===== config.mk =====
export PLATFORM = sky130hd
export DESIGN_NAME = elevator_controller
export DESIGN_NICKNAME = d
export VERILOG_FILES = /design/src/rtl/elevator_controller.sv
export SDC_FILE = /design/constraint.sdc
export NUM_CORES = 1
export LEC_CHECK = 0
export CELL_PAD_IN_SITES_DETAIL_PLACEMENT = 1
export CELL_PAD_IN_SITES_GLOBAL_PLACEMENT = 2
export CORE_MARGIN = 3
export CORE_UTILIZATION = 36
export CTS_CLUSTER_SIZE = 24
export DETAILED_ROUTE_END_ITERATION = 12
export PLACE_DENSITY_LB_ADDON = 0.1
export SLEW_MARGIN = 5
export SYNTH_ARGS = -nofsm -noshare
export SYNTH_HDL_FRONTEND = slang
export SYNTH_SLANG_ARGS = --single-unit

===== constraint.sdc =====
create_clock -name clk -period 6.27 [get_ports clk]
set_input_delay 1.5675 -clock clk [delete_from_list [all_inputs] [get_ports clk]]
set_output_delay 1.5675 -clock clk [all_outputs]
set_load 0.005 [all_outputs]

===== src/rtl/elevator_controller.sv =====
// Three-floor elevator controller: latches call requests, travels floor by
// floor, opens the door at requested floors and keeps its travel direction
// while calls remain that way.
module elevator_controller #(
    parameter int unsigned TRAVEL_CYCLES = 8,
    parameter int unsigned DOOR_CYCLES   = 4
) (
    input  logic       clk,
    input  logic       rst_n,
    input  logic [2:0] req_in,
    output logic [3:0] floor_code,
    output logic [3:0] dir_code,
    output logic       door_open,
    output logic [2:0] pending,
    output logic       busy
);

    localparam int unsigned TW = $clog2(TRAVEL_CYCLES + 1);
    localparam int unsigned DW = $clog2(DOOR_CYCLES + 1);

    localparam logic [3:0] DIR_UP   = 4'd4;
    localparam logic [3:0] DIR_DN   = 4'd8;
    localparam logic [3:0] DIR_NONE = 4'd12;

    localparam logic [TW-1:0] TRAVEL_LOAD = TW'(TRAVEL_CYCLES - 1);
    localparam logic [DW-1:0] DOOR_LOAD   = DW'(DOOR_CYCLES - 1);

    typedef enum logic [1:0] {IDLE, MOVE, DOOR} state_t;

    state_t        state;
    logic [TW-1:0] move_cnt;
    logic [DW-1:0] door_cnt;
    logic          last_valid;
    logic          last_up;

    logic [2:0] eff;
    logic [2:0] cur_bit;
    logic [2:0] door_eff;
    logic [3:0] nxt_floor;
    logic [2:0] nxt_bit;
    logic       can_continue;
    logic       up_avail;
    logic       dn_avail;

    function automatic logic [2:0] floor_bit(input logic [3:0] f);
        case (f)
            4'd1:    floor_bit = 3'b001;
            4'd2:    floor_bit = 3'b010;
            4'd3:    floor_bit = 3'b100;
            default: floor_bit = 3'b000;
        endcase
    endfunction

    function automatic logic [2:0] above_mask(input logic [3:0] f);
        case (f)
            4'd1:    above_mask = 3'b110;
            4'd2:    above_mask = 3'b100;
            default: above_mask = 3'b000;
        endcase
    endfunction

    function automatic logic [2:0] below_mask(input logic [3:0] f);
        case (f)
            4'd2:    below_mask = 3'b001;
            4'd3:    below_mask = 3'b011;
            default: below_mask = 3'b000;
        endcase
    endfunction

    // Request view and arrival/departure decisions for the current cycle
    always_comb begin
        eff          = pending | req_in;
        cur_bit      = floor_bit(floor_code);
        door_eff     = eff & ~cur_bit;
        nxt_floor    = last_up ? floor_code + 4'd1 : floor_code - 4'd1;
        nxt_bit      = floor_bit(nxt_floor);
        can_continue = last_up ? (nxt_floor != 4'd3) : (nxt_floor != 4'd1);
        up_avail     = |(door_eff & above_mask(floor_code));
        dn_avail     = |(door_eff & below_mask(floor_code));
    end

    // Controller state, counters and registered outputs
    always_ff @(posedge clk) begin
        if (!rst_n) begin
            state      <= IDLE;
            floor_code <= 4'd1;
            dir_code   <= DIR_NONE;
            door_open  <= 1'b0;
            pending    <= 3'b000;
            busy       <= 1'b0;
            move_cnt   <= '0;
            door_cnt   <= '0;
            last_valid <= 1'b0;
            last_up    <= 1'b0;
        end else begin
            case (state)
                IDLE: begin
                    if (|(eff & cur_bit)) begin
                        state      <= DOOR;
                        door_open  <= 1'b1;
                        busy       <= 1'b1;
                        door_cnt   <= DOOR_LOAD;
                        pending    <= door_eff;
                        last_valid <= 1'b0;
                    end else if (|eff) begin
                        state      <= MOVE;
                        busy       <= 1'b1;
                        move_cnt   <= TRAVEL_LOAD;
                        pending    <= eff;
                        last_valid <= 1'b1;
                        // Calls both above and below resolve upward
                        if (|(eff & above_mask(floor_code))) begin
                            last_up  <= 1'b1;
                            dir_code <= DIR_UP;
                        end else begin
                            last_up  <= 1'b0;
                            dir_code <= DIR_DN;
                        end
                    end else begin
                        pending <= eff;
                    end
                end
                MOVE: begin
                    if (move_cnt != '0) begin
                        move_cnt <= move_cnt - TW'(1);
                        pending  <= eff;
                    end else begin
                        floor_code <= nxt_floor;
                        if (|(eff & nxt_bit)) begin
                            state     <= DOOR;
                            door_open <= 1'b1;
                            dir_code  <= DIR_NONE;
                            door_cnt  <= DOOR_LOAD;
                            pending   <= eff & ~nxt_bit;
                        end else if (can_continue) begin
                            move_cnt <= TRAVEL_LOAD;
                            pending  <= eff;
                        end else begin
                            // Unreachable safety net: never run past an end floor
                            state      <= IDLE;
                            busy       <= 1'b0;
                            dir_code   <= DIR_NONE;
                            last_valid <= 1'b0;
                            pending    <= eff;
                        end
                    end
                end
                DOOR: begin
                    // Calls for the floor being served are absorbed
                    pending <= door_eff;
                    if (door_cnt != '0) begin
                        door_cnt <= door_cnt - DW'(1);
                    end else begin
                        door_open <= 1'b0;
                        if (up_avail && (!last_valid || last_up || !dn_avail)) begin
                            state      <= MOVE;
                            move_cnt   <= TRAVEL_LOAD;
                            last_valid <= 1'b1;
                            last_up    <= 1'b1;
                            dir_code   <= DIR_UP;
                        end else if (dn_avail) begin
                            state      <= MOVE;
                            move_cnt   <= TRAVEL_LOAD;
                            last_valid <= 1'b1;
                            last_up    <= 1'b0;
                            dir_code   <= DIR_DN;
                        end else begin
                            state      <= IDLE;
                            busy       <= 1'b0;
                            last_valid <= 1'b0;
                        end
                    end
                end
                default: begin
                    state <= IDLE;
                    busy  <= 1'b0;
                end
            endcase
        end
    end

endmodule

==> results of run 1 <==
==> path summary, 6_finish.rpt <==
path | from | to | slack [ns] | cells past startpoint
setup / recovery | req_in[0] | dir_code[2]$_SDFFE_PN1P_ | 2.65 | 7
hold / removal | last_valid$_SDFFE_PN0P_ | last_valid$_SDFFE_PN0P_ | 0.49 | 2
setup reg to reg | floor_code[0]$_SDFFE_PN1P_ | door_cnt[2]$_SDFFE_PN0P_ | 3.09 | 8
hold reg to reg | last_valid$_SDFFE_PN0P_ | last_valid$_SDFFE_PN0P_ | 0.49 | 2
==> report_power, final <==
group	leakage (nW)	switching, mW	internal, mW	total, mW
logic	0.522	0.333	0.229	0.562
clock network	0.0357	0.0560	0.0855	0.142
registers	0.181	0.0517	0.186	0.238
total	0.740	0.440	0.501	0.941
==> worst register-to-register path, stage by stage, from the launching register on <==
cell and delay, ns:
dfxtp_1 0.52, clkinv_1 0.31, ha_1 0.42, xor2_1 0.39
o211ai_1 0.20, a2111o_1 0.50, a211oi_4 0.36, o21ai_1 0.12
a32o_1 0.26
==> cell families (layout without fill, tap and decap cells) <==
logic type,after synthesis,after routing,share of synthesized area [%]
xor+xnor,3,3,1.529
buf+inv,24,34,7.714
mux,3,3,1.747
flops,22,22,25.62
simple gates,71,71,22.27
fa+ha+maj,11,11,8.006
other cells,1,2,0.2181
compound gates,79,79,32.90
==> sequential cells by signal (all words and copies together), names as in the netlist <==
signal      flops
last_valid      1
busy            1
last_up         1
state           2
pending         3
door_cnt        3
dir_code        2
move_cnt        4
door_open       1
floor_code      4
==> final cells by class <==
type	count	area (um^2)
clock buffers	3	41.29
clock inverters	1	30.03
fillers	562	2541
inverters	15	56.30
multi-input cells	169	1150
flip-flops and latches	22	440.4
well taps	52	65.06
repair buffers	15	150.1
==> cell usage in the layout, fill, tap and decap left out, types with 3 or more instances in the layout <==
cell type        Yosys  final
a21oi_1             22     22
dfxtp_1             22     22
nor2_1              15     15
clkdlybuf4s50_1      0     15
inv_1               14     14
o21ai_0             14     14
nand2_1             13     13
ha_1                11     11
nand3_1              9      9
nor3_1               5      5
a311oi_1             5      5
nor4_1               4      4
o21bai_1             4      4
a211oi_1             4      4
o211ai_1             3      3
mux2i_1              3      3
o41ai_1              3      3
a31oi_1              3      3
and2_1               3      3
clkbuf_8             2      3
==> through the flow <==
step	instances	area [um^2]	hold slack (ns)	setup WS, ns	util, %
after global placement	273	1862	0.4630	2.517	41.61
after CTS	277	1933	0.4952	2.672	43.20
after floorplan	215	1723	0.4435	3.157	-
final	277	1933	0.4904	2.645	43.20
after global routing	277	1933	0.5180	2.387	43.20
after detailed placement	273	1862	0.4779	2.396	41.61
==> metal layers <==
metal / up-vias / GRT usage, %
met5: - / 0
met4: 0 / 4.743
met3: 4 / 3.071
met2: 34 / 32.40
met1: 849 / 29.00
li1: 821 / -
==> metrics.cfg, run 1 <==
[cts]
post_cts_resized = 0
clk_latency_ns = 0.28
post-cts-setup-buffers = 0
clk_path_buf_depth = 2
clkSinkCount = 22
cts_hold_repair.buffers = 0
cts_tree = built
cts_buffers = 3
h-tree-depth = 1
clock-root-buffer = clkbuf_8
clkTransAtPathRegs_ns = 0.09

[final_layout]
n_antenna_cell = 0
layout-drive-gt1-share_pct = 7.111
num-nets-final = 242
area_growth_pct = 12.45

[die]
start_util_pct = 38.42
core_area_um2 = 4474
die_w_um = 75.11
dieArea_um2 = 5641
num_rows = 24
die_h_um = 75.11
io_pins = 18

[yosys]
netlist_area_um2 = 1719
yosys.area.top_type_share_pct = 25.62
seq_area_frac_synth_pct = 25.62
ys_warn_count = 0
synthTopCellsByArea = dfxtp_1 (26%), ha_1 (8.0%), a21oi_1 (6.4%)
async_flop_share_pct = 0
synth_cells = 214
ys_seq_elements = 22
ys_types = 63
synth_enable_flop_cells = 0
avgSynthCellArea_um2 = 8.033
yosysTopAreaCell = dfxtp_1
ys.flop_type = dfxtp_1
yosys-top-cells-count = a21oi_1 (22), dfxtp_1 (22), nor2_1 (15), inv_1 (14), o21ai_0 (14)

[drt]
via_count = 1708
drt_iter0_markers = 72
post_drt_wl_per_cell_um = 19.27
vias_per_cell = 6.166
ant_nets = 0
wl_met3_um = 193
dr_wl_met2_mm = 2.473
drc_errors = 0
top_layer = met4
firstDrtPassIters = 4
routed_wirelength_mm = 5.339
wl_met1_mm = 2.639

[placement]
port_buffers = 15
place_hpwl_mm = 4.127
gp_congestion = 0.8959

[setup_path]
path_max_fanout = 7
cp_top_family = compound AO/OA/AOI/OAI gates
cp.required_ns = 6.44
path_buf_inv = 1
slowest_stage = nor4_1
worstPathArrival_ns = 3.79
cp-end-kind = register
startpoint_type = input port
worstSetupPathType = input port to register
crit_path_cell_trace = clkdlybuf4s50_1, o21ai_0, a211o_1, o311ai_0, nor4_1, a21boi_1, a311o_1
crit_path_max_incr_delay_ns = 0.54

[global_route]
grt_max_degree = 16
grt_pass1_wl_mm = 8.735
grt_usage_pct = 20.40
antenna_found_initial = 0
grt_pass1_vias = 1702
grt-ovfl-total = 0

[sta]
slew_headroom_pct = 51.14
setup_tns_ns = 0
drv_slew = 0
finalSetupViolCount = 0
fmax_ghz = 0.2759
finalCritPeriodShare_pct = 57.81
clock-skew-final_ns = 0.005447
fin_crit_ns = 3.625
worst_pin_slew_ns = 0.7277
rsz0062_at_grt = false
final-hold-violation-count = 0

[power]
p_leak_nw = 0.7395
power_uw = 941.1
powerDensity_nw_per_um2 = 486.9
peakVddDrop_v = 0.0002061

[run_status]
status = finished, final reports clean

[job]
max_cap_violations = 0

[worst_hold_path]
hold_class = register to register

No activity file was read; power rests on OpenSTA's default activity.
==> run 2: changes to the inputs <==
--- a/config.mk
+++ b/config.mk
@@ -8,7 +8,7 @@
 export CELL_PAD_IN_SITES_DETAIL_PLACEMENT = 1
 export CELL_PAD_IN_SITES_GLOBAL_PLACEMENT = 2
 export CORE_MARGIN = 3
-export CORE_UTILIZATION = 36
+export CORE_UTILIZATION = 30
 export CTS_CLUSTER_SIZE = 24
 export DETAILED_ROUTE_END_ITERATION = 12
 export PLACE_DENSITY_LB_ADDON = 0.1
==> constraint.sdc (replaced) <==
create_clock -name clk -period 3 [get_ports clk]
set_input_delay 0.75 -clock clk [delete_from_list [all_inputs] [get_ports clk]]
set_output_delay 0.75 -clock clk [all_outputs]
set_load 0.005 [all_outputs]
==> run 2 against run 1 <==
Hold slack improved by 0.0086 ns; clock power increased by 56%; total power increased by 110%; largest cell class unchanged.
==> metrics.cfg, run 2 (synthesized netlist as in run 1, its figures left out) <==
[cts]
clk_path_buf_depth = 2
cts_buffers = 3
cts_tree = built
clk_latency_ns = 0.27
post_cts_resized = 0
clkTransAtPathRegs_ns = 0.09
h-tree-depth = 1
cts_hold_repair.buffers = 0
post-cts-setup-buffers = 0
clkSinkCount = 22
clock-root-buffer = clkbuf_8

[final_layout]
n_fill_cell = 673
num-nets-final = 255
layout_common_cells = a21oi_1 (22), dfxtp_1 (22), nor2_1 (15), clkdlybuf4s50_1 (15)
n_antenna_cell = 0
area_growth_pct = 18.49
largest_registers = floor_code (4), move_cnt (4)
layout-drive-gt1-share_pct = 12.18

[job]
max_cap_violations = 0

[global_route]
grt_usage_pct = 18.04
grt-ovfl-total = 0
antenna_found_initial = 0
grt_pass1_wl_mm = 9.135
grt_pass1_vias = 1782
grt_max_degree = 16

[die]
core_area_um2 = 5335
die_h_um = 81.70
die_w_um = 81.70
io_pins = 18
num_rows = 26
dieArea_um2 = 6675
start_util_pct = 32.22

[sta]
worst_pin_slew_ns = 0.7416
clock-skew-final_ns = 0.007570
fmax_ghz = 0.3543
setup_tns_ns = 0
fin_crit_ns = 2.822
drv_slew = 0
finalSetupViolCount = 0
slew_headroom_pct = 50.20
final-hold-violation-count = 0
rsz0062_at_grt = false
finalCritPeriodShare_pct = 94.08

[worst_hold_path]
hold_class = register to register

[drt]
drt_iter0_markers = 88
routed_wirelength_mm = 5.512
via_count = 1768
drc_errors = 0
firstDrtPassIters = 4
ant_nets = 0
vias_per_cell = 5.740
post_drt_wl_per_cell_um = 17.90

[power]
power_mw = 1.994
p_leak_nw = 0.7952
peakVddDrop_v = 0.0004830
powerDensity_nw_per_um2 = 978.8

[setup_path]
cp-end-kind = register
worstPathArrival_ns = 2.99
path_max_fanout = 6
worstSetupPathType = register to register
cp.required_ns = 3.17
startpoint_type = register

[placement]
port_buffers = 15
gp_congestion = 0.9017
place_hpwl_mm = 4.379

[run_status]
status = finished, final reports clean

-- run 2: cell types whose count changed in the layout (fill, tap and decap cells not counted), sizes merged --
cell    delta
bufinv     -1
clkbuf     +1
buf       +13
-- run 2: cell type report --
cell class	count	area, um^2	share of cell area, %
Multi-Input combinational cell	169	1150	56.45
Sequential cell	22	440.4	21.62
Timing Repair Buffer	28	247.7	12.16
Tap cell	70	87.58	4.300
Inverter	15	56.30	2.764
Clock buffer	4	55.05	2.703
-- run 2: worst max-delay path, cell delays in order, from the launching register on --
cell and delay (ns):
dfxtp_1 0.35, clkinv_1 0.10, ha_1 0.35, xor2_1 0.48, o211ai_1 0.24, a2111o_1 0.51, a211oi_4 0.31, o21ai_1 0.12
a32o_1 0.27
-- run 2: path summary, 6_finish.rpt --
check | startpoint | to | slack (ns) | depth (start not counted)
setup / recovery | floor_code[0]$_SDFFE_PN1P_ | door_cnt[2]$_SDFFE_PN0P_ | 0.18 | 8
hold / removal | last_valid$_SDFFE_PN0P_ | last_valid$_SDFFE_PN0P_ | 0.50 | 2
setup reg to reg | floor_code[0]$_SDFFE_PN1P_ | door_cnt[2]$_SDFFE_PN0P_ | 0.18 | 8
hold reg to reg | last_valid$_SDFFE_PN0P_ | last_valid$_SDFFE_PN0P_ | 0.50 | 2
-- run 2: metrics by stage --
stage	instance area (um^2)	instances	setup slack (ns)	utilization [%]	hold slack (ns)
after global placement	1982	304	0.1001	37.15	0.4649
after floorplan	1723	215	0.2262	-	0.4435
final	2037	308	0.1776	38.18	0.4990
after CTS	2037	308	0.1934	38.18	0.4966
after global routing	2037	308	0.05281	38.18	0.5221
after detailed placement	1982	304	0.03124	37.15	0.4784
-- run 2: report_power, final --
group | switching, mW | internal (mW)
Clock | 0.104 | 0.117
Sequential | 0.0965 | 0.389
Combinational | 0.735 | 0.551
Total | 0.936 | 1.06
-- run 2: metal layers --
metal / routed length (um) / GRT usage, %
met5: 0 / 0
met4: 36 / 3.987
met3: 235 / 3.070
met2: 2592 / 30.78
met1: 2648 / 23.73
==> run 3: changes to the inputs <==
--- a/config.mk
+++ b/config.mk
@@ -8,9 +8,10 @@
 export CELL_PAD_IN_SITES_DETAIL_PLACEMENT = 1
 export CELL_PAD_IN_SITES_GLOBAL_PLACEMENT = 2
 export CORE_MARGIN = 3
-export CORE_UTILIZATION = 30
+export CORE_UTILIZATION = 34
 export CTS_CLUSTER_SIZE = 24
 export DETAILED_ROUTE_END_ITERATION = 12
+export DONT_BUFFER_PORTS = 1
 export PLACE_DENSITY_LB_ADDON = 0.1
 export SLEW_MARGIN = 5
 export SYNTH_ARGS = -nofsm -noshare
==> run 3 against run 2 <==
Hold slack lost 0.0035 ns; clock-buffer cell count is 1 lower; utilization is essentially flat; first-iteration DRC count increased by 55%; wire length fell by 0.25%; critical path depth did not move; setup slack improved by 0.11 ns; clock power up 30%; clock skew fell by 0.0038 ns; register-to-register slack better by 0.11 ns; non-clock buffer count shrank 24; largest cell class unchanged.
==> metrics.cfg, run 3 (synthesized netlist as in run 1, its figures left out) <==
[drt]
vias_per_cell = 5.925
wl_met1_mm = 2.664
routed_wirelength_mm = 5.498
firstDrtPassIters = 4
drt_iter0_markers = 136
dr_wl_met2_mm = 2.604
top_layer = met4
drc_errors = 0
via_count = 1665
wl_met3_um = 201
post_drt_wl_per_cell_um = 19.57
ant_nets = 0

[cts]
post-cts-setup-buffers = 0
clkSinkCount = 22
h-tree-depth = 1
cts_tree = built
clkTransAtPathRegs_ns = 0.09
clk_latency_ns = 0.27
clk_path_buf_depth = 2
clock-root-buffer = clkbuf_8
cts_buffers = 3

[die]
die_h_um = 77.11
io_pins = 18
die_w_um = 77.11
core_area_um2 = 4817
num_rows = 25
start_util_pct = 35.69
dieArea_um2 = 5945

[global_route]
grt_pass1_wl_mm = 9.080
grt_pass1_vias = 1673
grt_usage_pct = 18.94
grt_max_degree = 16
antenna_found_initial = 0
grt-ovfl-total = 0

[setup_path]
cp-end-kind = register
startpoint_type = register
cp_top_family = compound AO/OA/AOI/OAI gates
crit_path_cell_trace = buf_4, ha_1, mux2i_1, xnor2_1, a2111o_1, a211oi_4, o21ai_1, a32o_1
r2r_slack_ns = 0.29
worstSetupPathType = register to register
reg2reg_to = door_cnt[2]$_SDFFE_PN0P_
crit_path_max_incr_delay_ns = 0.43
reg2reg_from = floor_code[0]$_SDFFE_PN1P_
path_max_fanout = 8
reg2reg_depth = 8
path_buf_inv = 1
cp.required_ns = 3.17
worstPathArrival_ns = 2.87
slowest_stage = a2111o_1

[final_layout]
layout_common_cells = a21oi_1 (22), dfxtp_1 (22), nor2_1 (15)
layout-drive-gt1-share_pct = 9.813
finalNonFillerCells = 281
num-nets-final = 231
largest_registers = floor_code (4), move_cnt (4)
area_growth_pct = 6.987
fin_util_pct = 38.18
n_antenna_cell = 0

[worst_hold_path]
min-delay-start = last_valid$_SDFFE_PN0P_
hold_end = last_valid$_SDFFE_PN0P_
hold_depth = 2
hold_class = register to register

[run_status]
status = finished, final reports clean

[sta]
drv_slew = 0
final-hold-violation-count = 0
fin_crit_ns = 2.709
slew_headroom_pct = 46.34
clock-skew-final_ns = 0.003799
fmax_ghz = 0.3692
rsz0062_at_grt = false
worst_pin_slew_ns = 0.7992
finalCritPeriodShare_pct = 90.29
finalSetupViolCount = 0
setup_tns_ns = 0
whs_ns = 0.4955

[placement]
dpl.cell_count = 277
port_buffers = 0
place_hpwl_mm = 4.196
gp_congestion = 0.8612

[power]
p_leak_nw = 0.7048
powerDensity_nw_per_um2 = 1040
power_mw = 1.913
peakVddDrop_v = 0.0003304

[job]
max_cap_violations = 0

-- run 3: changes by cell type in the layout (fill, tap and decap cells not counted) --
cell             change
clkbuf_8             -1
bufinv_16            +1
buf_4                -9
clkdlybuf4s50_1     -15
xor2_2               +1
xor2_1               -1
-- run 3: stage by stage --
stage          area, um^2  worst slack, ns
2_1_floorplan        1723           0.2262
3_5_place_dp         1760           0.2979
4_1_cts              1832           0.2655
6_report             1839           0.2914
3_3_place_gp         1760           0.3888
5_1_grt              1839           0.1071
-- run 3: power by group --
part	leakage (nW)	internal, mW	switching (mW)	total [mW]
combinational	0.488	0.431	0.695	1.13
sequential	0.181	0.389	0.110	0.499
clock	0.0357	0.178	0.110	0.289
total	0.705	0.998	0.915	1.91
-- run 3: worst max-delay path by stage --
stage,cells past startpoint,from,end
final,8,floor_code[0]$_SDFFE_PN1P_,door_cnt[2]$_SDFFE_PN0P_
after global routing,8,floor_code[0]$_SDFFE_PN1P_,door_cnt[2]$_SDFFE_PN0P_
after CTS,8,floor_code[0]$_SDFFE_PN1P_,door_cnt[2]$_SDFFE_PN0P_
after detailed placement,8,floor_code[0]$_SDFFE_PN1P_,door_cnt[2]$_SDFFE_PN0P_
after global placement,7,floor_code[1]$_SDFFE_PN0P_,pending[1]$_SDFFE_PN0N_
after floorplan,8,floor_code[0]$_SDFFE_PN1P_,door_cnt[2]$_SDFFE_PN0P_
-- run 3: worst reg2reg max path: cells and delay by family, from the launching register on --
kind | cells | cell delay (ns)
adder cells (fa/ha/maj) | 1 | 0.28
AO/OA/AOI/OAI | 4 | 1.24
buffers and inverters | 1 | 0.17
flip-flops | 1 | 0.32
XOR/XNOR | 1 | 0.30
multiplexers | 1 | 0.30
-- run 3: final cells by class --
cell class / instances / area, um^2
clock buffer: 3 / 41.29
clock inverter: 1 / 30.03
fill: 603 / 2978
inverter: 15 / 56.30
multi-input combinational: 169 / 1157
sequential: 22 / 440.4
tap: 67 / 83.83
timing repair buffer: 4 / 30.03
-- run 3: repair_timing --
action                                  CTS  global route
hold endpoints to repair                  0             0
hold buffers                              0             0
resized for setup                         0             1
endpoints found under the setup margin    0             1
-- run 3: per-layer routing --
layer	global-route usage (%)	up-vias
met5	0	-
met4	3.915	0
met3	2.582	2
met2	31.62	26
met1	26.02	837
li1	-	800
==> RTL edit 1 (config.mk and constraints of run 3) <==
Make the reset (`rst_n`) asynchronous in one clocked block.
--- a/src/rtl/elevator_controller.sv
+++ b/src/rtl/elevator_controller.sv
@@ -82,3 +82,3 @@
     // Controller state, counters and registered outputs
-    always_ff @(posedge clk) begin
+    always_ff @(posedge clk or negedge rst_n) begin
         if (!rst_n) begin
Function: differs if rst_n is asserted again (counterexample within 4 cycles, from zero or initial values and one cycle with rst_n low); with rst_n held inactive, the same outputs for 10 cycles.
==> RTL edit 1 against run 3 <==
- wire length fell by 6.4%
- synthesized area increased by 2.6%
- critical path depth did not move
- cell area rose by 3.1%
- sequential cell count unchanged
- worst setup slack worse by 0.11 ns
- total power grew 23%
- utilization increased by 0.66 points
- largest power group unchanged
==> RTL edit 1: results <==
[timing]
max_freq_mhz = 354
clock_skew_ns = 0.00296

[placement]
place.gp.congestion = 0.888
post-dp-hpwl_um = 3980
dp_slack_ns = 0.138

[power]
ir_worst_vdd_uv = 460
pg_seq_mw = 0.581
switching_share = 0.478
p_clk_frac = 0.095
seqPwrFrac = 0.247
power.leakage_nw = 0.830

[yosys]
synth_xor_area_frac = 0.0298
async_flop_share = 1.00
synth_ff_type = "dfrtp_1"
ys_top_cells_by_area = "dfrtp_1 (27%), ha_1 (7.8%), a21oi_1 (5.1%), mux2_2 (5.1%), o21ai_0 (4.5%)"
synthDistinctLibCells = 50
synthMuxAreaShare = 0.0851
synth_warnings = 0
synth-compound-area-share = 0.236
ys_seq_area_frac = 0.314
ys_top_cells_by_count = "dfrtp_1 (19), a21oi_1 (18), nand2_1 (16), o21ai_0 (16), inv_1 (15)"
synthAdderAreaFrac = 0.0780

[detailed_routing]
vias = 1534
routed_wirelength_um = 5140
drtIter0Drc = 70

[clocking]
cts_max_path_buffers = 2
clkTransAtPathRegs_ns = 0.09
insertion_delay_ns = 0.27
cts-root-buf = "clkbuf_8"

[min_path]
hp-class = "input pin to asynchronous set/reset pin"

[layout]
drive_above_1_share = 0.188
diodes = 0
top_regs = "floor_code: 4 flops, move_cnt: 4 flops"
fin_nets = 219
fill_cells = 608

[setup_path]
crit_fanout = 14
regToRegSetupSlack_ns = 0.18
crit_type = "flop to flop"

[outcome]
status = "finished clean"

[global_route]
antenna_found_initial = 0
grt_pass1_wl_um = 8650
grt_use_total = 0.180
grt_pass1_vias = 1615
grt_max_degree = 23
[RTL edit 1: cell type report]
type	count	area, um2	share of cell area
Clock buffer	4	55.1	0.0290
Inverter	15	56.3	0.0297
Multi-Input combinational cell	155	1100	0.581
Sequential cell	22	554	0.292
Tap cell	67	83.8	0.0442
Timing Repair Buffer	6	45.0	0.0238
[RTL edit 1: per-layer routing]
| layer | share of wire | track usage |
|---|---|---|
| met1 | 0.46 | 0.231 |
| met2 | 0.47 | 0.300 |
| met4 | 0.024 | 0.0664 |
| met5 | 0 | 0 |
| met3 | 0.045 | 0.0356 |
[RTL edit 1: worst paths after layout]
check                              start     endpoint  cells after the start
max                        floor_code[0]  move_cnt[1]                      8
min                                rst_n   pending[1]                      0
max reg2reg                floor_code[0]  move_cnt[1]                      8
min reg2reg                  dir_code[2]  dir_code[2]                      2
max in group asynchronous          rst_n  dir_code[3]                      0
min in group clk             dir_code[2]  dir_code[2]                      2
[RTL edit 1: stage by stage]
step | instances | utilization | hold WS [ns] | area [um2]
floorplan | 202 | - | 0.454 | 1770
global placement | 265 | 0.376 | 0.455 | 1830
detailed placement | 265 | 0.376 | 0.455 | 1830
CTS | 269 | 0.387 | 0.156 | 1890
global route | 269 | 0.388 | 0.142 | 1900
finish | 269 | 0.388 | 0.162 | 1900
[RTL edit 1: critical path, cell delays in order, from the launching register on]
cell	delay, ns
dfstp_2	0.53
buf_4	0.20
ha_1	0.31
or3b_2	0.51
o32ai_1	0.13
o21ai_0	0.19
o2111a_1	0.27
o21ai_0	0.19
mux2_2	0.38
[RTL edit 1: timing repair]
item                                    CTS  global route
resized for setup                         0             2
hold endpoints to repair                  0             0
endpoints found under the setup margin    0             2
==> RTL edit 2 (settings of run 3) <==
Without the edit above. `TRAVEL_CYCLES`: 8 -> 32.
--- a/src/rtl/elevator_controller.sv
+++ b/src/rtl/elevator_controller.sv
@@ -4,3 +4,3 @@
 module elevator_controller #(
-    parameter int unsigned TRAVEL_CYCLES = 8,
+    parameter int unsigned TRAVEL_CYCLES = 32,
     parameter int unsigned DOOR_CYCLES   = 4
Behaviour: not the same (a bounded check fails within 10 cycles, from zero or initial values and one cycle with rst_n low).
==> RTL edit 2 against run 3 <==
- first-iteration DRC count decreased by 46%
- synthesized area grew 9.4%
- total power decreased by 1.6%
- global-route usage down 0.31 points
- wire length grew 2.6%
- cell area up 8.3%
- worst setup slack improved by 0.069 ns
- sequential cell count grew 2
- critical path type unchanged
==> RTL edit 2: results <==
[outcome]
status = "finished clean"

[layout]
drive_above_1_share = 0.0870
multi_input_area_mm2 = 0.00130
clk_share = 0.0276
num-nonclk-buffers = 2
multi_input_gates = 185
top_regs = "move_cnt: 6 flops, floor_code: 4 flops"
register_area_um2 = 482
bufAreaShareNonClock = 0.00754
fin_nets = 248
nNonClkInverters = 15
nClkBuffers = 4
fill_cells = 648
nFlopsAndLatches = 24

[timing]
clock_skew_ns = 0.00447
worstMarginPinSlew_ns = 0.648

[yosys]
synth_ff_type = "dfxtp_1"
synthDistinctLibCells = 65
synthMuxAreaShare = 0.0506
synth_xor_area_frac = 0.0273
ys_top_cells_by_count = "nand2_1 (25), dfxtp_1 (24), nor2_1 (20)"
ys_top_cells_by_area = "dfxtp_1 (26%), ha_1 (8.0%), nand2_1 (5.0%), mux2i_1 (4.3%), nor2_1 (4.0%)"
synth-compound-area-share = 0.309
synthAdderAreaFrac = 0.0798
syn_inst = 234

[global_route]
grt_pass1_vias = 1849
grt_pass1_wl_um = 9450
grt_max_degree = 22
grt_use_total = 0.186

[placement]
place.gp.congestion = 0.834
dp_slack_ns = 0.127
place_inst = 295
post-dp-hpwl_um = 4380

[power]
power.leakage_nw = 0.798
pg_seq_mw = 0.548
switching_share = 0.469
ir_worst_vdd_uv = 357
p_clk_frac = 0.124

[setup_path]
critPathArrivalTime_ns = 2.81
crit_type = "flop to flop"

[detailed_routing]
routed_wirelength_um = 5640
firstDrtPassIters = 4
wire_per_inst_um = 18.8
viasPerCell = 5.83

[flow_run]
cap_viol_max_count = 0

[die]
dieArea_mm2 = 0.00646
## RTL edit 2: cell types whose count changed after synthesis, moves of 3 or more
cell	change
nand2b_1	+6
nor3_1	-3
o41ai_1	-3
nor2_1	+5
nand3_1	-5
a311oi_1	-3
nand2_1	+12
o31ai_1	+4
o221a_1	+3
o21ai_0	-4
clkbuf_1	+6
mux2i_1	+5
a21oi_1	-9
## RTL edit 2: final timing paths
path	to	slack [ns]	cells past startpoint
max reg2reg	dir_code[3]	0.36	8
min	last_valid	0.47	2
max	dir_code[3]	0.36	8
min reg2reg	last_valid	0.47	2
## RTL edit 2: per-stage QoR
stage	cell area [um2]	total power, mW	utilization	hold slack [ns]
after floorplan	1880	1.38	-	0.438
after global placement	1930	1.61	0.368	0.454
after detailed placement	1930	1.65	0.368	0.460
after CTS	1980	1.90	0.379	0.480
after global routing	1990	2.07	0.380	0.504
final	1990	1.88	0.380	0.471
## RTL edit 2: repair_timing
item	in CTS	in global routing
buffers inserted	0	1
resized for setup	0	1
endpoints found under the setup margin	0	6
## RTL edit 2: worst max-delay path: stages, from the launching register on
cell and delay [ns]:
dfxtp_2 0.45, inv_1 0.15, ha_1 0.37, xnor2_2 0.26, mux2i_1 0.19, or2_2 0.38
o211a_1 0.23, o21ai_2 0.18, mux2_4 0.31
## RTL edit 2: logic make-up (layout without fill, tap and decap cells)
kind of cell               Yosys count  count (layout)
and+or+nand+nor                     81              81
xor gates and xnor gates             5               5
adders and majority gates           12              12
other                                1               2
AOI/OAI and AO/OA                   76              76
DFF                                 24              24
buffers and inverters               26              21
muxes                                9               9
## RTL edit 2: metal layers
layer	track usage	vias up	routed length, um
li1	-	845	-
met2	0.315	37	2720
met1	0.238	862	2580
met4	0.0422	0	66
met5	0	-	0
met3	0.0460	6	274
